## src/rtl/ldpc_pkg.sv

```systemverilog
// ldpc_pkg
// Shared constants and types for the 7-bit bit-flipping LDPC decoder.
//   N        : code length (7)
//   H        : parity-check matrix, H[c] is the bit mask of check c
//              (bit i-1 of a mask corresponds to code bit i)
//   FLIP_TH  : number of unsatisfied checks at which a bit is flipped
//   state_t  : iteration controller FSM states
package ldpc_pkg;

  localparam int N = 7;

  // Checks, low to high: {1,2,4} {2,3,5} {3,4,6} {4,5,7} {1,5,6} {2,6,7} {1,3,7}.
  // Listed high index first because the packed concatenation fills from the MSB.
  localparam logic [N-1:0][N-1:0] H = {
    7'h45,  // c6: bits 1,3,7
    7'h62,  // c5: bits 2,6,7
    7'h31,  // c4: bits 1,5,6
    7'h58,  // c3: bits 4,5,7
    7'h2C,  // c2: bits 3,4,6
    7'h16,  // c1: bits 2,3,5
    7'h0B   // c0: bits 1,2,4
  };

  localparam logic [2:0] FLIP_TH = 3'd2;

  typedef enum logic [1:0] {
    IDLE = 2'd0,
    RUN  = 2'd1,
    DONE = 2'd2
  } state_t;

endpackage

```

## src/rtl/ldpc_flip_stage.sv

```systemverilog
// ldpc_flip_stage
// Purely combinational single flip iteration on a 7-bit word.
//   word     in  : current working word
//   syndrome out : one bit per check, 1 = check unsatisfied
//   flipped  out : word after applying the flip rule once
//   syn_zero out : 1 when every check is satisfied
module ldpc_flip_stage
  import ldpc_pkg::*;
(
  input  logic [N-1:0] word,
  output logic [N-1:0] syndrome,
  output logic [N-1:0] flipped,
  output logic         syn_zero
);

  logic [2:0] cnt;

  // Each syndrome element is the parity of the bits its check covers.
  always_comb begin
    syndrome = '0;
    for (int c = 0; c < N; c++) begin
      syndrome[c] = ^(word & H[c]);
    end
  end

  assign syn_zero = (syndrome == '0);

  // All bits are judged against the same syndrome, so flips never
  // influence each other within one iteration.
  always_comb begin
    flipped = word;
    cnt     = '0;
    for (int b = 0; b < N; b++) begin
      cnt = '0;
      for (int c = 0; c < N; c++) begin
        cnt = cnt + {2'b00, syndrome[c] & H[c][b]};
      end
      if (cnt >= FLIP_TH) begin
        flipped[b] = ~word[b];
      end
    end
  end

endmodule

```

## src/rtl/ldpc_iter_ctrl.sv

```systemverilog
// ldpc_iter_ctrl
// Iteration controller: accepts one word, runs up to MAX_ITER flip
// iterations (one per cycle) and presents the result until consumed.
//   MAX_ITER  param : flip iteration limit per word (0..15)
//   clk       in    : clock, rising edge
//   rst_n     in    : synchronous active-low reset
//   in_valid  in    / in_ready  out : input handshake
//   in_word   in  7 : received word
//   out_valid out   / out_ready in  : output handshake
//   out_word  out 7 : decoded word
//   out_iters out 4 : flips applied to this word
//   out_ok    out   : final syndrome was zero
//   fail_cnt  out16 : saturating count of words delivered with out_ok=0
module ldpc_iter_ctrl
  import ldpc_pkg::*;
#(
  parameter int MAX_ITER = 4
) (
  input  logic         clk,
  input  logic         rst_n,
  input  logic         in_valid,
  output logic         in_ready,
  input  logic [6:0]   in_word,
  output logic         out_valid,
  input  logic         out_ready,
  output logic [6:0]   out_word,
  output logic [3:0]   out_iters,
  output logic         out_ok,
  output logic [15:0]  fail_cnt
);

  state_t       state;
  logic [N-1:0] work;
  logic [3:0]   iter;
  logic [N-1:0] syndrome;
  logic [N-1:0] flipped;
  logic         syn_zero;

  ldpc_flip_stage u_flip (
    .word     (work),
    .syndrome (syndrome),
    .flipped  (flipped),
    .syn_zero (syn_zero)
  );

  // Single FSM with all outputs registered. Result registers are only
  // written on entry to DONE, so they hold between words.
  always_ff @(posedge clk) begin
    if (!rst_n) begin
      state     <= IDLE;
      in_ready  <= 1'b0;
      out_valid <= 1'b0;
      out_word  <= '0;
      out_iters <= '0;
      out_ok    <= 1'b0;
      fail_cnt  <= '0;
      work      <= '0;
      iter      <= '0;
    end else begin
      case (state)
        IDLE: begin
          if (in_valid && in_ready) begin
            work     <= in_word;
            iter     <= '0;
            in_ready <= 1'b0;
            state    <= RUN;
          end else begin
            in_ready <= 1'b1;
          end
        end
        RUN: begin
          if (syn_zero) begin
            out_word  <= work;
            out_iters <= iter;
            out_ok    <= 1'b1;
            out_valid <= 1'b1;
            state     <= DONE;
          end else if (iter == 4'(MAX_ITER)) begin
            out_word  <= work;
            out_iters <= iter;
            out_ok    <= 1'b0;
            out_valid <= 1'b1;
            if (fail_cnt != 16'hFFFF) begin
              fail_cnt <= fail_cnt + 16'd1;
            end
            state <= DONE;
          end else begin
            work <= flipped;
            iter <= iter + 4'd1;
          end
        end
        DONE: begin
          // Going back through IDLE keeps a new word from being taken in
          // the same cycle the result is consumed.
          if (out_ready) begin
            out_valid <= 1'b0;
            in_ready  <= 1'b1;
            state     <= IDLE;
          end
        end
        default: begin
          state     <= IDLE;
          in_ready  <= 1'b0;
          out_valid <= 1'b0;
        end
      endcase
    end
  end

endmodule

```

## config.mk

```make
export PLATFORM = sky130hd
export DESIGN_NAME = ldpc_iter_ctrl
export DESIGN_NICKNAME = d
export VERILOG_FILES = /design/src/rtl/ldpc_pkg.sv /design/src/rtl/ldpc_flip_stage.sv /design/src/rtl/ldpc_iter_ctrl.sv
export SDC_FILE = /design/constraint.sdc
export NUM_CORES = 1
export LEC_CHECK = 0
export BUFFER_PORTS_ARGS = -buffer_cell sky130_fd_sc_hd__buf_2
export CORE_MARGIN = 8
export CORE_UTILIZATION = 50
export CTS_CLUSTER_SIZE = 30
export DETAILED_ROUTE_END_ITERATION = 16
export GPL_ROUTABILITY_DRIVEN = 0
export GPL_TIMING_DRIVEN = 1
export PLACE_DENSITY_LB_ADDON = 0.15
export REMOVE_ABC_BUFFERS = 1
export SLEW_MARGIN = 40
export SYNTH_ARGS = -nofsm -noshare
export SYNTH_HDL_FRONTEND = slang
export SYNTH_SLANG_ARGS = --single-unit
export TNS_END_PERCENT = 1
```

## constraint.sdc

```tcl
create_clock -name clk -period 2.09 [get_ports clk]
set_clock_uncertainty 0.1 [all_clocks]
set_input_delay 0.1045 -clock clk [delete_from_list [all_inputs] [get_ports clk]]
set_output_delay 0.1045 -clock clk [all_outputs]
set_load 0.05 [all_outputs]
```

# Word-level counts from Yosys, hierarchy flattened
# Cells that the tools add are included.
[totals] in_bits=11 reg_bits=43 out_inout_bits=30 wordCells=122
[classes] n_bitwise=10 n_addsub=16 n_reduce_logical=25 eq_ne=16 order_cmp=7 n_mux=33
[op_table] cell="$reduce_xor 7->1" count=7
[op_table] cell="$mux 7" count=5
[op_table] cell="$reduce_and 5->1" count=7
[op_table] cell="$ge 3x2->1 const B" count=7
[op_table] cell="$mux 4" count=5
[op_table] cell="$add 16x1->16 const B" count=1
[op_table] cell="$ne 16x16->1 const B" count=1
[op_table] cell="$add 3x1->3" count=5
[op_table] cell="$add 1x1->2" count=7
[op_table] cell="$mux 1" count=14
[op_table] cell="$ne 2x1->1 const B" count=7
[op_table] cell="$pmux 7 s2" count=1
[op_table] cell="$not 1->1" count=10
[op_table] cell="$mux 2" count=4
[op_table] cell="$ne 2x2->1 const B" count=4
[op_table] cell="$pmux 4 s2" count=1
[op_table] cell="$reduce_and 4->1" count=2
[op_table] cell="$logic_not 7->1" count=1
[op_table] cell="$add 2x1->3" count=2
[op_table] cell="$pmux 1 s3" count=2
[op_table] cell="$pmux 2 s3" count=1
[op_table] cell="$reduce_and 3->1" count=2
[op_table] cell="$add 4x1->4 const B" count=1
[op_table] cell="$eq 4x3->1 const B" count=1
[op_table] cell="other kinds (7)" count=9

# Depth between registers and ports, before layout
[logic_depth] word_depth=8 mapped_depth=9

# Modules after synthesis
# A second synthesis with hierarchy kept.
[unflattened] cells_unflattened=266 hier_area_um2=2413.6
[modules_own_cells] module="ldpc_iter_ctrl" cells_per_inst=226 n_inst=1 area_each_um2=2004.4
[modules_own_cells] module="ldpc_flip_stage" cells_per_inst=40 n_inst=1 area_each_um2=409.1

# Worst setup path before layout
# No wires, ideal clock.
[synth_timing] path_type="register to register" startpoint="register fail_cnt[0]" endpoint="register fail_cnt[1]" period_less_slack_ns=2.119 stages_incl_launch_ff=8 path_slack_ns=-0.029 arrival_time_ns=1.891 path_buffers=0 required_ns=1.862 cell_sequence="dfxtp_1 > ha_1 > nand2_1 > nor2_1 > nand4_1 > nand3_4 > mux2i_1 > nor2_1"
[synth_via] elab_chain_len=2 elab_cells_between_ends=3
[synth_lines] item="from (decl)" line_no="ldpc_iter_ctrl.sv:29" source="output logic [15:0] fail_cnt"
[synth_lines] item="from (signal assigned)" line_no="ldpc_iter_ctrl.sv:84" source="fail_cnt <= fail_cnt + 16'd1;"
[synth_lines] item="parallel branches: the longest is 2 deep, another holds $add 16x1->16"
# Several ways; the timed one is not identified.
# A chain may end at the register's enable or synchronous reset.

# Worst setup path after layout
[layout_timing] startpoint="register work[4]" endpoint="register fail_cnt[11]"
[layout_via] elab_chain_len=4 elab_cells_between_ends=6
[layout_lines] item="from (decl)" line_no="ldpc_iter_ctrl.sv:33" source="logic [N-1:0] work;"
[layout_lines] item="from (signal assigned)" line_no="ldpc_iter_ctrl.sv:63" source="work <= in_word;"
[layout_lines] item="from (signal assigned)" line_no="ldpc_iter_ctrl.sv:88" source="work <= flipped;"
[layout_lines] item="$reduce_xor 7->1" line_no="ldpc_flip_stage.sv:22" source="syndrome[c] = ^(word & H[c]);"
[layout_lines] item="$logic_not 7->1 (*)" line_no="ldpc_flip_stage.sv:26" source="assign syn_zero = (syndrome == '0);"
[layout_lines] item="$not 1->1 (no line) (*)"
[layout_lines] item="$reduce_and 4->1 (no line) (*)"
# Every way passes the cells marked *; elsewhere a longest branch is shown, timed or not.

==> flow_metrics.py <==
metrics = {
    "placement": {
        "hpwlAfterDp_mm": 4.14,
        "portBuffers": 40,
        "post-place-ws_ns": 0.0253,
    },
    "synthesis": {
        "postSynth.asyncResetShare_pct": 0,
        "yosys_register_bits": 43,
        "synth_edf_count": 0,
        "synth-warning-count": 0,
        "synth.distinct_cells": 56,
        "syn_inst": 275,
        "synth_flop_cell": "dfxtp_1",
        "syn_area_um2": 2460,
        "yosysSeqAreaShare_pct": 35.0,
        "syn_avg_cell_area_um2": 8.94,
    },
    "sta": {
        "worstMarginPinSlew_ns": 0.655,
        "relSlewSlack_pct": 56.3,
        "fmax_mhz": 476,
        "min_period_ns": 2.10,
        "tns_ns": -0.0115,
        "period_share_pct": 101,
        "drv_slew": 0,
        "finalWorstSetupSlack_ns": -0.0115,
        "rsz0062_at_grt": "yes",
        "final_hold_viol_count": 0,
        "setup_violations": 1,
        "fin_hold_ws_ns": 0.0212,
    },
    "grt": {
        "grt_pass1_wl_mm": 9.31,
        "grt_start_max_net_pins": 38,
        "grt_pass1_vias": 1979,
        "grt_usage_pct": 15.6,
        "grt_overflow": 0,
        "antenna_found_initial": 0,
    },
    "clock_tree": {
        "cts.reportedPaths.clkPinSlew_ns": 0.08,
        "clockBufferDepth": 2,
        "cts_buffers": 5,
        "cts_tree": "done",
        "clock-sinks": 43,
        "clock_latency_ns": 0.30,
        "h-tree-depth": 2,
        "root_buffer": "clkbuf_8",
    },
    "critical_path": {
        "critPathLaunchType": "flop",
        "ff2ff_setup_slack_ns": -0.01,
        "cp-end-kind": "flop",
        "arrival_ns": 2.23,
        "critical_path_class": "flop to flop",
        "cp_max_fo": 8,
        "worstPathRequired_ns": 2.22,
    },
    "floorplan": {
        "core_region_area_um2": 4720,
        "die_x_um": 86.1,
        "ios": 41,
        "die_area_um2": 7420,
        "die-height_um": 86.1,
        "std_cell_rows": 25,
        "start_util_pct": 52.1,
    },
    "cells_and_area": {
        "final_common_cell": "dfxtp_1",
        "finalNetCount": 344,
        "area_growth_pct": 19.3,
        "layout-drive-gt1-share_pct": 27.5,
        "final_cell_mix": "41 x dfxtp_1, 40 x buf_2, 34 x nor2_1",
        "utilization_pct": 62.1,
        "antennaDiodeCount": 0,
        "n_fill_cell": 440,
    },
    "routing": {
        "drtIter0Drc": 102,
        "wl_mm": 5.68,
        "via_count": 2109,
        "wl_per_cell_um": 14.3,
        "post-route-drc-count": 0,
        "antenna_left": 0,
        "first_pass_iters": 4,
        "via_per_inst": 5.30,
    },
    "job": {
        "maxCapViolations": 0,
    },
    "power_and_ir_drop": {
        "leakagePower_nw": 1.21,
        "power.total_mw": 2.42,
        "irDropWorstVdd_uv": 393,
        "p_per_area_nw_per_um2": 826,
    },
    "hold_path": {
        "min_path_type": "input pin to flop",
    },
    "run_status": {
        "status": "finished, violations left",
        "violations": "negative setup slack",
    },
}
[worst max-delay path, cell delays in order, from the launching register on]
cell	delay, ns
dfxtp_2	0.34
buf_6	0.13
xor2_4	0.15
and3_4	0.19
o22ai_4	0.25
nand4_4	0.20
or4_4	0.56
a21oi_2	0.12
[area by class of cell]
class | count | area [um^2] | share of cell area, %
clock buffer | 7 | 86.3 | 2.94
clock inverter | 1 | 8.76 | 0.299
inverter | 8 | 30.0 | 1.02
multi-input combinational | 207 | 1440 | 49.2
sequential | 43 | 863 | 29.4
tap | 67 | 83.8 | 2.86
timing repair buffer | 65 | 419 | 14.3
[worst paths after layout]
kind	from	endpoint	cells after the start
setup / recovery	work[4]	fail_cnt[11]	7
hold / removal	out_ready	out_valid	4
setup reg to reg	work[4]	fail_cnt[11]	7
hold reg to reg	out_word[6]	out_word[6]	2
[what timing repair did]
item | CTS | global route
endpoints found under the setup margin | 2 | 33
resized for setup | 0 | 8
hold endpoints to repair | 1 | 0
hold buffers | 1 | 0
setup buffers | 0 | 1
pin swaps | 2 | 4
[synthesized netlist by cell type, types with 4 or more instances]
cell	n	area share, %
dfxtp_1	43	35
nor2_1	35	5.3
xor2_1	19	6.8
a21oi_1	18	3.7
nand2_1	18	2.7
nand3_1	14	2.8
o21ai_0	13	2.6
mux2i_1	12	4.9
inv_1	7	1.1
buf_6	6	2.7
maj3_1	6	2.4
or3_1	6	1.5
nand4_1	5	1.3
clkbuf_1	4	0.61
nor3_1	4	0.81
[registers in the layout, indices dropped and copies added, names as in the netlist]
name,cells
fail_cnt,16
iter,4
out_valid,1
in_ready,1
state,2
work,7
out_iters,4
out_word,7
out_ok,1
[per-layer routing]
metal	global-route usage, %	vias to the layer above	part of all wire, %
met1	19.4	976	46
met5	0	-	0
met3	4.20	6	5.6
met2	25.1	46	47
li1	-	1081	-
met4	5.57	0	1.1
[logic make-up after synthesis]
kind of cell / count (synthesis) / share of synthesized area [%]
AOI/OAI and AO/OA: 60 / 17.1
adders and majority gates: 9 / 3.97
xor gates and xnor gates: 24 / 9.62
and+or+nand+nor: 102 / 22.2
muxes: 12 / 4.89
buffers and inverters: 25 / 7.12
DFF: 43 / 35.0
[metrics by stage]
stage	area, um^2	instances
after floorplan	2310	258
after global placement	2800	388
after detailed placement	2800	388
after CTS	2900	397
after global routing	2930	398
final	2930	398
[report_power, final]
| group | internal, mW | switching (mW) |
|---|---|---|
| clock | 0.271 | 0.291 |
| combinational | 0.412 | 0.532 |
| sequential | 0.865 | 0.0526 |
Note: power is estimated with default switching activity, not from simulation.
